`src/rtl/fsm_reach_monitor_if.sv`:
```
// Signal bundle between an FSM under test (plus its stimulus source) and fsm_reach_monitor.
// master drives FSM state, outputs and run control; slave is the monitor.
interface fsm_reach_monitor_if #(
  parameter int CNT_W = 33,
  parameter int EVT_W = 16
);
  logic             start;
  logic [31:0]      S;
  logic             W;
  logic             Z;
  logic [31:0]      target;
  logic             busy;
  logic             done;
  logic             hit;
  logic             timeout;
  logic [CNT_W-1:0] cycles;
  logic [EVT_W-1:0] w_count;
  logic [EVT_W-1:0] z_count;
  logic             onehot_err;

  modport master (
    output start, S, W, Z, target,
    input  busy, done, hit, timeout, cycles, w_count, z_count, onehot_err
  );

  modport slave (
    input  start, S, W, Z, target,
    output busy, done, hit, timeout, cycles, w_count, z_count, onehot_err
  );
endinterface

```
`src/rtl/fsm_reach_monitor.sv`:
```
// Observer that counts cycles until a 32-bit FSM state reaches a target, with W/Z tallies.
// Optional one-hot checking of S is enabled by defining FSM_REACH_ONEHOT_CHECK_EN.
module fsm_reach_monitor #(
  parameter int              CNT_W   = 33,
  parameter longint unsigned TIMEOUT = 1000000,
  parameter int              EVT_W   = 16
) (
  input logic              CLK,
  input logic              Clear,
  fsm_reach_monitor_if.slave mon
);

  typedef enum logic [1:0] {
    IDLE = 2'd0,
    RUN  = 2'd1,
    HIT  = 2'd2,
    TOUT = 2'd3
  } state_t;

  localparam logic [CNT_W-1:0] TMO_LAST = CNT_W'(TIMEOUT - 64'd1);
  localparam logic [CNT_W-1:0] TMO_FULL = CNT_W'(TIMEOUT);

  state_t           state_q,  state_d;
  logic [31:0]      tgt_q,    tgt_d;
  logic [CNT_W-1:0] cycles_q, cycles_d;
  logic [EVT_W-1:0] w_cnt_q,  w_cnt_d;
  logic [EVT_W-1:0] z_cnt_q,  z_cnt_d;
  logic             busy_q,   busy_d;
  logic             done_q,   done_d;
  logic             hit_q,    hit_d;
  logic             tout_q,   tout_d;

`ifdef FSM_REACH_ONEHOT_CHECK_EN
  logic oh_err_q, oh_err_d;
  logic s_not_onehot;

  assign s_not_onehot = ($countones(mon.S) != 1);
`endif

  // NOTE: every signal written here gets a default first, so no path leaves it unassigned (no latch).
  always_comb begin
    state_d  = state_q;
    tgt_d    = tgt_q;
    cycles_d = cycles_q;
    w_cnt_d  = w_cnt_q;
    z_cnt_d  = z_cnt_q;
`ifdef FSM_REACH_ONEHOT_CHECK_EN
    oh_err_d = oh_err_q;
`endif

    unique case (state_q)
      RUN: begin
        // Match beats timeout; the matching cycle's W/Z are not part of the run.
        if (mon.S == tgt_q) begin
          state_d = HIT;
        end else begin
          if (mon.W && (w_cnt_q != '1)) w_cnt_d = w_cnt_q + EVT_W'(1);
          if (mon.Z && (z_cnt_q != '1)) z_cnt_d = z_cnt_q + EVT_W'(1);
          if (cycles_q == TMO_LAST) begin
            state_d  = TOUT;
            cycles_d = TMO_FULL;
          end else begin
            cycles_d = cycles_q + CNT_W'(1);
          end
        end
`ifdef FSM_REACH_ONEHOT_CHECK_EN
        if (s_not_onehot) oh_err_d = 1'b1;
`endif
      end

      default: begin
        // IDLE, HIT and TOUT all (re)start identically on a start pulse.
        if (mon.start) begin
          state_d  = RUN;
          tgt_d    = mon.target;
          cycles_d = '0;
          w_cnt_d  = '0;
          z_cnt_d  = '0;
`ifdef FSM_REACH_ONEHOT_CHECK_EN
          oh_err_d = 1'b0;
`endif
        end
      end
    endcase

    busy_d = (state_d == RUN);
    hit_d  = (state_d == HIT);
    tout_d = (state_d == TOUT);
    done_d = (state_d == HIT) || (state_d == TOUT);
  end

  // NOTE: state is updated with non-blocking assignments so every flop samples pre-edge values.
  always_ff @(posedge CLK) begin
    if (Clear) begin
      state_q  <= IDLE;
      tgt_q    <= '0;
      cycles_q <= '0;
      w_cnt_q  <= '0;
      z_cnt_q  <= '0;
      busy_q   <= 1'b0;
      done_q   <= 1'b0;
      hit_q    <= 1'b0;
      tout_q   <= 1'b0;
`ifdef FSM_REACH_ONEHOT_CHECK_EN
      oh_err_q <= 1'b0;
`endif
    end else begin
      state_q  <= state_d;
      tgt_q    <= tgt_d;
      cycles_q <= cycles_d;
      w_cnt_q  <= w_cnt_d;
      z_cnt_q  <= z_cnt_d;
      busy_q   <= busy_d;
      done_q   <= done_d;
      hit_q    <= hit_d;
      tout_q   <= tout_d;
`ifdef FSM_REACH_ONEHOT_CHECK_EN
      oh_err_q <= oh_err_d;
`endif
    end
  end

  assign mon.busy    = busy_q;
  assign mon.done    = done_q;
  assign mon.hit     = hit_q;
  assign mon.timeout = tout_q;
  assign mon.cycles  = cycles_q;
  assign mon.w_count = w_cnt_q;
  assign mon.z_count = z_cnt_q;
`ifdef FSM_REACH_ONEHOT_CHECK_EN
  assign mon.onehot_err = oh_err_q;
`else
  assign mon.onehot_err = 1'b0;
`endif

endmodule

```
`src/flat_wrapper.sv`:
```
// flat-port wrapper written by rule: the top's interface ports become plain ports
module fsm_reach_monitor_flat 
#(
  parameter int              CNT_W   = 33,
  parameter longint unsigned TIMEOUT = 1000000,
  parameter int              EVT_W   = 16
)
  (CLK, Clear, mon_start, mon_S, mon_W, mon_Z, mon_target, mon_busy, mon_done, mon_hit, mon_timeout, mon_cycles, mon_w_count, mon_z_count, mon_onehot_err);
  fsm_reach_monitor_if #(.CNT_W(CNT_W), .EVT_W(EVT_W)) mon_i ();
  input logic CLK;
  input logic Clear;
  input wire logic [$bits(mon_i.start)-1:0] mon_start;
  input wire logic [$bits(mon_i.S)-1:0] mon_S;
  input wire logic [$bits(mon_i.W)-1:0] mon_W;
  input wire logic [$bits(mon_i.Z)-1:0] mon_Z;
  input wire logic [$bits(mon_i.target)-1:0] mon_target;
  output wire logic [$bits(mon_i.busy)-1:0] mon_busy;
  output wire logic [$bits(mon_i.done)-1:0] mon_done;
  output wire logic [$bits(mon_i.hit)-1:0] mon_hit;
  output wire logic [$bits(mon_i.timeout)-1:0] mon_timeout;
  output wire logic [$bits(mon_i.cycles)-1:0] mon_cycles;
  output wire logic [$bits(mon_i.w_count)-1:0] mon_w_count;
  output wire logic [$bits(mon_i.z_count)-1:0] mon_z_count;
  output wire logic [$bits(mon_i.onehot_err)-1:0] mon_onehot_err;
  assign mon_i.start = mon_start;
  assign mon_i.S = mon_S;
  assign mon_i.W = mon_W;
  assign mon_i.Z = mon_Z;
  assign mon_i.target = mon_target;
  assign mon_busy = mon_i.busy;
  assign mon_done = mon_i.done;
  assign mon_hit = mon_i.hit;
  assign mon_timeout = mon_i.timeout;
  assign mon_cycles = mon_i.cycles;
  assign mon_w_count = mon_i.w_count;
  assign mon_z_count = mon_i.z_count;
  assign mon_onehot_err = mon_i.onehot_err;
  fsm_reach_monitor #(.CNT_W(CNT_W), .TIMEOUT(TIMEOUT), .EVT_W(EVT_W)) u_core (.CLK(CLK), .Clear(Clear), .mon(mon_i));
endmodule
```
`config.mk`:
```
export PLATFORM = sky130hd
export DESIGN_NAME = fsm_reach_monitor_flat
export DESIGN_NICKNAME = d
export VERILOG_FILES = /design/src/rtl/fsm_reach_monitor_if.sv /design/src/rtl/fsm_reach_monitor.sv /design/src/flat_wrapper.sv
export SDC_FILE = /design/constraint.sdc
export NUM_CORES = 1
export LEC_CHECK = 0
export ABC_AREA = 1
export BUFFER_PORTS_ARGS = -buffer_cell sky130_fd_sc_hd__buf_2
export CAP_MARGIN = 20
export CORE_MARGIN = 4
export CORE_UTILIZATION = 52
export CTS_CLUSTER_SIZE = 24
export DETAILED_ROUTE_END_ITERATION = 8
export PLACE_DENSITY = 0.77
export SYNTH_ARGS = -nofsm -noshare
export SYNTH_HDL_FRONTEND = slang
export SYNTH_SLANG_ARGS = --single-unit
```
`constraint.sdc`:
```
create_clock -name CLK -period 2.2 [get_ports CLK]
set_clock_uncertainty 0.2 [all_clocks]
set_input_delay 0 -clock CLK [delete_from_list [all_inputs] [get_ports CLK]]
set_output_delay 0 -clock CLK [all_outputs]
set_load 0.02 [all_outputs]
```
Word-level counts from Yosys, hierarchy flattened
Cells that the tools add are included.
{"block": "word_totals", "elab_cells": 47, "output_inout_bits": 70, "input_bits": 69, "register_bits": 103}
{"block": "op_classes", "muxes": 15, "n_eq_ne": 11, "addsub": 3, "n_reduce_logical": 8, "n_bitwise": 1}
{"op": "$mux W33", "n": 4}
{"op": "$mux W16", "n": 7}
{"op": "$add A33 B1 Y33 const B", "n": 1}
{"op": "$eq A33 B20 Y1 const B", "n": 1}
{"op": "$add A16 B1 Y16 const B", "n": 2}
{"op": "$eq A32 B32 Y1", "n": 1}
{"op": "$ne A16 B16 Y1 const B", "n": 2}
{"op": "$mux W2", "n": 4}
{"op": "$reduce_and A3 Y1", "n": 2}
{"op": "$eq A2 B1 Y1 const B", "n": 2}
{"op": "$eq A2 B2 Y1 const B", "n": 2}
{"op": "$ne A2 B1 Y1 const B", "n": 2}
{"op": "$reduce_and A2 Y1", "n": 2}
{"op": "$logic_and A1 B1 Y1", "n": 2}
{"op": "$ne A2 B2 Y1 const B", "n": 1}
{"op": "$reduce_bool A2 Y1", "n": 1}
{"op": "$logic_or A1 B1 Y1", "n": 1}
{"op": "$not A1 Y1", "n": 1}

Depth between registers and ports, before layout
{"block": "depth", "ltp_word": 6, "ltp_mapped": 14, "ltp_nobuf": 14}

Least setup slack after synthesis
OpenSTA, ideal clock, no wires.
{"block": "synth_timing", "path_kind": "register to register", "from": "reg u_core.w_cnt_q[1] (netlist: u_core.mon.w_count[1])", "to": "reg u_core.w_cnt_q[10] (netlist: u_core.mon.w_count[10])", "stages_incl_launch_ff": 11, "period_less_slack_ns": 2.064, "path_slack_ns": 0.136, "setup_time_ns": 0.072, "n_path_buf": 1, "arrival_time_ns": 1.792, "required_ns": 1.928, "path_cell_list": "dfxtp_1 > ha_1 > nand2_1 > nor2_1 > nand2_1 > o21ai_1 > nand2_1 > nand3_4 > buf_6 > nand2_1 > a21oi_1"}
{"block": "synth_between", "elab_chain_cells": 4, "word_cells_on_any_way": 8, "cone_classes": "1 x add/sub; 2 x eq/ne; 3 x mux; 2 x reduce/logical"}
{"element": "start, declared", "line_no": "fsm_reach_monitor.sv:26", "text": "logic [EVT_W-1:0] w_cnt_q, w_cnt_d;"}
{"element": "start signal, assigned", "line_no": "fsm_reach_monitor.sv:111", "text": "w_cnt_q <= w_cnt_d;"}
{"element": "$add A16 B1 Y16 / $ne A16 B16 Y1 (equally long branches)", "line_no": "fsm_reach_monitor.sv:57", "text": "if (mon.W && (w_cnt_q != '1)) w_cnt_d = w_cnt_q + EVT_W'(1);"}
{"element": "$mux W16 / $logic_and A1 B1 Y1 (equally long branches)", "line_no": "fsm_reach_monitor.sv:57"}
{"element": "$mux W16 / $ne A2 B1 Y1 (equally long branches)"}
{"element": "$mux W16 / $reduce_and A3 Y1 (equally long branches)"}
Parallel ways exist; a longest one is shown, timed or not. The select of a mux whose other input is x is not followed.
A chain may end at the register's enable or synchronous reset.

Final worst setup path
{"block": "layout_timing", "from": "reg u_core.cycles_q[0] (netlist: u_core.mon.cycles[0])", "to": "reg u_core.cycles_q[31] (netlist: u_core.mon.cycles[31])"}
{"block": "layout_between", "elab_chain_cells": 4, "word_cells_on_any_way": 5, "cone_classes": "1 x add/sub; 1 x eq/ne; 3 x mux"}
{"element": "start, declared", "line_no": "fsm_reach_monitor.sv:25", "text": "logic [CNT_W-1:0] cycles_q, cycles_d;"}
{"element": "start signal, assigned", "line_no": "fsm_reach_monitor.sv:110", "text": "cycles_q <= cycles_d;"}
{"element": "$add A33 B1 Y33 / $eq A33 B20 Y1 (equally long branches)", "line_no": "fsm_reach_monitor.sv:63, fsm_reach_monitor.sv:59"}
{"element": "$mux W33 (*)", "line_no": "fsm_reach_monitor.sv:59", "text": "if (cycles_q == TMO_LAST) begin"}
{"element": "$mux W33 (*)", "line_no": "fsm_reach_monitor.sv:54", "text": "if (mon.S == tgt_q) begin"}
{"element": "$mux W33 (*)", "line_no": "fsm_reach_monitor.sv:51", "text": "unique case (state_q)"}
Every way passes the cells marked *; elsewhere a longest branch is shown, timed or not. The select of a mux whose other input is x is not followed.

==> results.yml <==
synthesis:
  synth_common_cells: "289 x nand2_1, 181 x nor2_1, 119 x inv_1, 102 x dfxtp_1, 66 x a21oi_1"
  yosys.area.top_type: "dfxtp_1"
  syn_area_sq_um: 6357
  netlist_instances: 1058
  yosys.cell_count.top_type: "nand2_1"
  postSynthAreaPerCell_sq_um: 6.009
  synthMuxAreaShare_pct: 0
  synthXorXnorAreaFrac_pct: 4.409
  synth.top_cells.by_area: "dfxtp_1 32%, nand2_1 17%, nor2_1 11%"
  synth-seq-cells: 102
  synth_top_family_by_area: "simple AND/OR/NAND/NOR gates"
  yosysWarnings: 0
  async_flop_share_pct: 0
  synth-compound-area-share_pct: 10.41
  seq_area_frac_synth_pct: 32.12
  synth_nets: 1130
  ys.flop_type: "dfxtp_1"
  synth.distinct_cells: 32
  synthAdderAreaFrac_pct: 0.5904
  synth_edf_count: 0
  synth-simple-area-share_pct: 41.94
  netlist.area_leader.share_pct: 32.12
setup_path:
  r2r_cells: 10
  r2r-start: "u_core.mon.cycles[0]"
  cp_cell_sequence: "nand3_1, nor2_4, nand3_1, nor2_2, nand2_1, nand2_1, nand2_1, nor2_1, nand2_1, a21oi_1"
  slowest_stage: "dfxtp_1"
  r2r_slack_ns: 0.18
  required_ns: 2.28
  crit_path_end_kind: "flip-flop"
  cp_top_family: "simple AND/OR/NAND/NOR gates"
  crit_fanout: 5
  setup.worst_path.start_class: "flip-flop"
  path_buf_inv: 0
  crit_type: "flip-flop to flip-flop"
  cp_slowest_stage_delay_ns: 0.40
  timing.rr.end: "u_core.mon.cycles[31]"
  path_common_cell: "nand2_1"
  arrival_ns: 2.09
global_routing:
  grtUsageMet2_pct: 46.96
  globalRoute.busiestLayer: "met2"
  global_route.overflow_total: 0
  grt_pass1_wl_um: 32990
  use_met1_pct: 35.49
  first_global_vias: 6910
  grt_max_degree: 50
  track_usage_pct: 27.90
  grt_use_met3_pct: 5.646
  antenna_found_initial: 0
floorplanning:
  die_area_sq_um: 14060
  coreArea_sq_um: 12010
  placementRows: 40
  io-pin-count: 139
  initial_core_util_pct: 52.93
  die_h_um: 118.6
  fp.dieW_um: 118.6
power:
  switching_share_pct: 27.78
  finalPower_mw: 4.276
  power.switching_mw: 1.188
  combPwrFrac_pct: 16.1
  leakage_nw: 3.515
  pwr-share-seq_pct: 46.6
  clockPowerShare_pct: 37.4
  p_int_mw: 3.088
  peakVddDrop_mv: 0.4447
  powerDensity_nw_per_um2: 537.5
final_layout:
  fin_area_sq_um: 7955
  area_delta_synth_final_pct: 25.13
  drive_gt1_share_pct: 17.99
  n_antenna_cell: 0
  fin_nets: 1302
  fill_cells: 1132
  final_util_pct: 66.23
timing:
  holdWs_ns: 0.04689
  post-route-period-util_pct: 91.63
  tns_ns: 0
  rsz0062_at_grt: "false"
  report.final.hold_viol_count: 0
  fmax_mhz: 496.1
  maxSlewViolCount: 0
  max_slew_margin_pct: 45.75
  period_needed_ns: 2.016
  setup_viol: 0
  worst_slew_pin_slew_ns: 0.8087
min_path:
  hold_class: "primary input to flip-flop"
  min-delay-start: "Clear"
  min_to: "u_core.mon.cycles[9]"
  min_path_cells: 3
clocking:
  clock_insertion_delay_worst_skew_ns: 0.35
  cts_tree: "built"
  clkTransAtPathRegs_ns: 0.07
  cts_sinks: 102
  cts_setup_buffers: 0
  cts_buffers: 9
  cts_max_level: 3
  cts_root_buf: "clkbuf_16"
  clk_path_buf_depth: 2
drt:
  drc: 0
  final_antenna_net_count: 0
  routed-via-count: 7424
  wl_per_cell_um: 14.16
  drt_iter0_markers: 648
  drtPass1Iterations: 6
  detail_route.vias_per_cell: 5.376
  wirelength_um: 19560
placement:
  gp_congestion: 0.9630
  placed_area_sq_um: 7308
  place_hpwl_um: 13550
  io_buffers: 137
run:
  drv_cap: 0
run_status:
  status: "finished clean"
[cell type report]
| cell class | instances | area, sq um | share of cell area [%] |
|---|---|---|---|
| Clock buffer | 13 | 280.3 | 3.523 |
| Clock inverter | 2 | 13.76 | 0.1730 |
| Inverter | 125 | 469.2 | 5.898 |
| Multi-Input combinational cell | 789 | 3677 | 46.23 |
| Sequential cell | 102 | 2042 | 25.67 |
| Tap cell | 147 | 183.9 | 2.312 |
| Timing Repair Buffer | 203 | 1289 | 16.20 |
[cells in the final DEF, fill, tap and decap left out, types with 2 or more instances in the layout]
cell and n:
o21ai_1 2, buf_4 31, o21ai_0 49, inv_1 119, nand3_1 58, xnor2_1 18
dfxtp_1 102, clkbuf_16 9, or2_2 2, clkinv_1 2, nand3_4 2, a21oi_2 8
nand2_1 289, nor2_1 174, ha_1 3, nor2_2 7, clkbuf_8 4, nand4_1 48
a21oi_1 66, xor2_1 14, buf_12 2, buf_2 137, nor3_1 30, nor3_2 2
inv_2 4, nand2_2 10, dlygate4sd3_1 33
[sequential cells by signal, summed over array words and instances (netlist names)]
name / count
u_core.mon.w_count: 16
u_core.mon.z_count: 16
u_core.state_q: 2
u_core.mon.hit: 1
u_core.mon.timeout: 1
u_core.tgt_q: 32
u_core.mon.busy: 1
u_core.mon.cycles: 33
[per-stage QoR]
| step | cells | setup WS, ns |
|---|---|---|
| global placement | 1333 | 0.2114 |
| finish | 1381 | 0.1841 |
| CTS | 1381 | 0.1344 |
| detailed placement | 1333 | 0.1488 |
| floorplan | 1058 | 0.1360 |
| global route | 1381 | 0.0004290 |
[how the worst max path moves through the flow]
stage                               start                endpoint  slack (ns)  depth (start not counted)
finish               u_core.mon.cycles[0]   u_core.mon.cycles[31]        0.18                         10
global route         u_core.mon.cycles[0]   u_core.mon.cycles[31]      0.0004                         10
CTS                  u_core.mon.cycles[0]   u_core.mon.cycles[31]        0.13                         10
detailed placement   u_core.mon.cycles[0]   u_core.mon.cycles[31]        0.15                         10
global placement    u_core.mon.z_count[1]   u_core.mon.z_count[1]        0.21                         10
floorplan           u_core.mon.w_count[1]  u_core.mon.w_count[10]        0.14                         10
[worst reg2reg max path, cell delays in order (launching register included)]
cell	delay (ns)
dfxtp_1	0.40
nand3_1	0.25
nor2_4	0.23
nand3_1	0.20
nor2_2	0.21
nand2_1	0.07
nand2_1	0.06
nand2_1	0.05
nor2_1	0.08
nand2_1	0.07
a21oi_1	0.13
[power by group through the flow]
stage          logic (mW)  clock network, mW  registers [mW]
2_1_floorplan       0.379                  0            2.07
3_3_place_gp        0.622                  0            2.03
3_5_place_dp        0.628                  0            2.03
4_1_cts             0.678               1.63            1.99
5_1_grt             0.770               1.72            2.00
6_report            0.687               1.60            1.99
[layer usage]
metal / share of wire (%) / vias up
met5: 0 / -
met4: 1.9 / 0
met3: 7.8 / 36
met2: 48 / 303
met1: 42 / 3380
li1: - / 3705
[repair_timing]
item / CTS / global route
endpoints found under the hold margin: 36 / 0
hold buffers: 33 / 0
gates resized for setup: 0 / 8
endpoints found under the setup margin: 0 / 25
[cell families after synthesis]
family | after synthesis
AND/OR/NAND/NOR | 627
buffers and inverters | 167
AO/OA/AOI/OAI | 126
flip-flops | 102
XOR/XNOR | 32
adder cells (fa/ha/maj) | 3
other | 1
(Power assumes the default switching activity.)
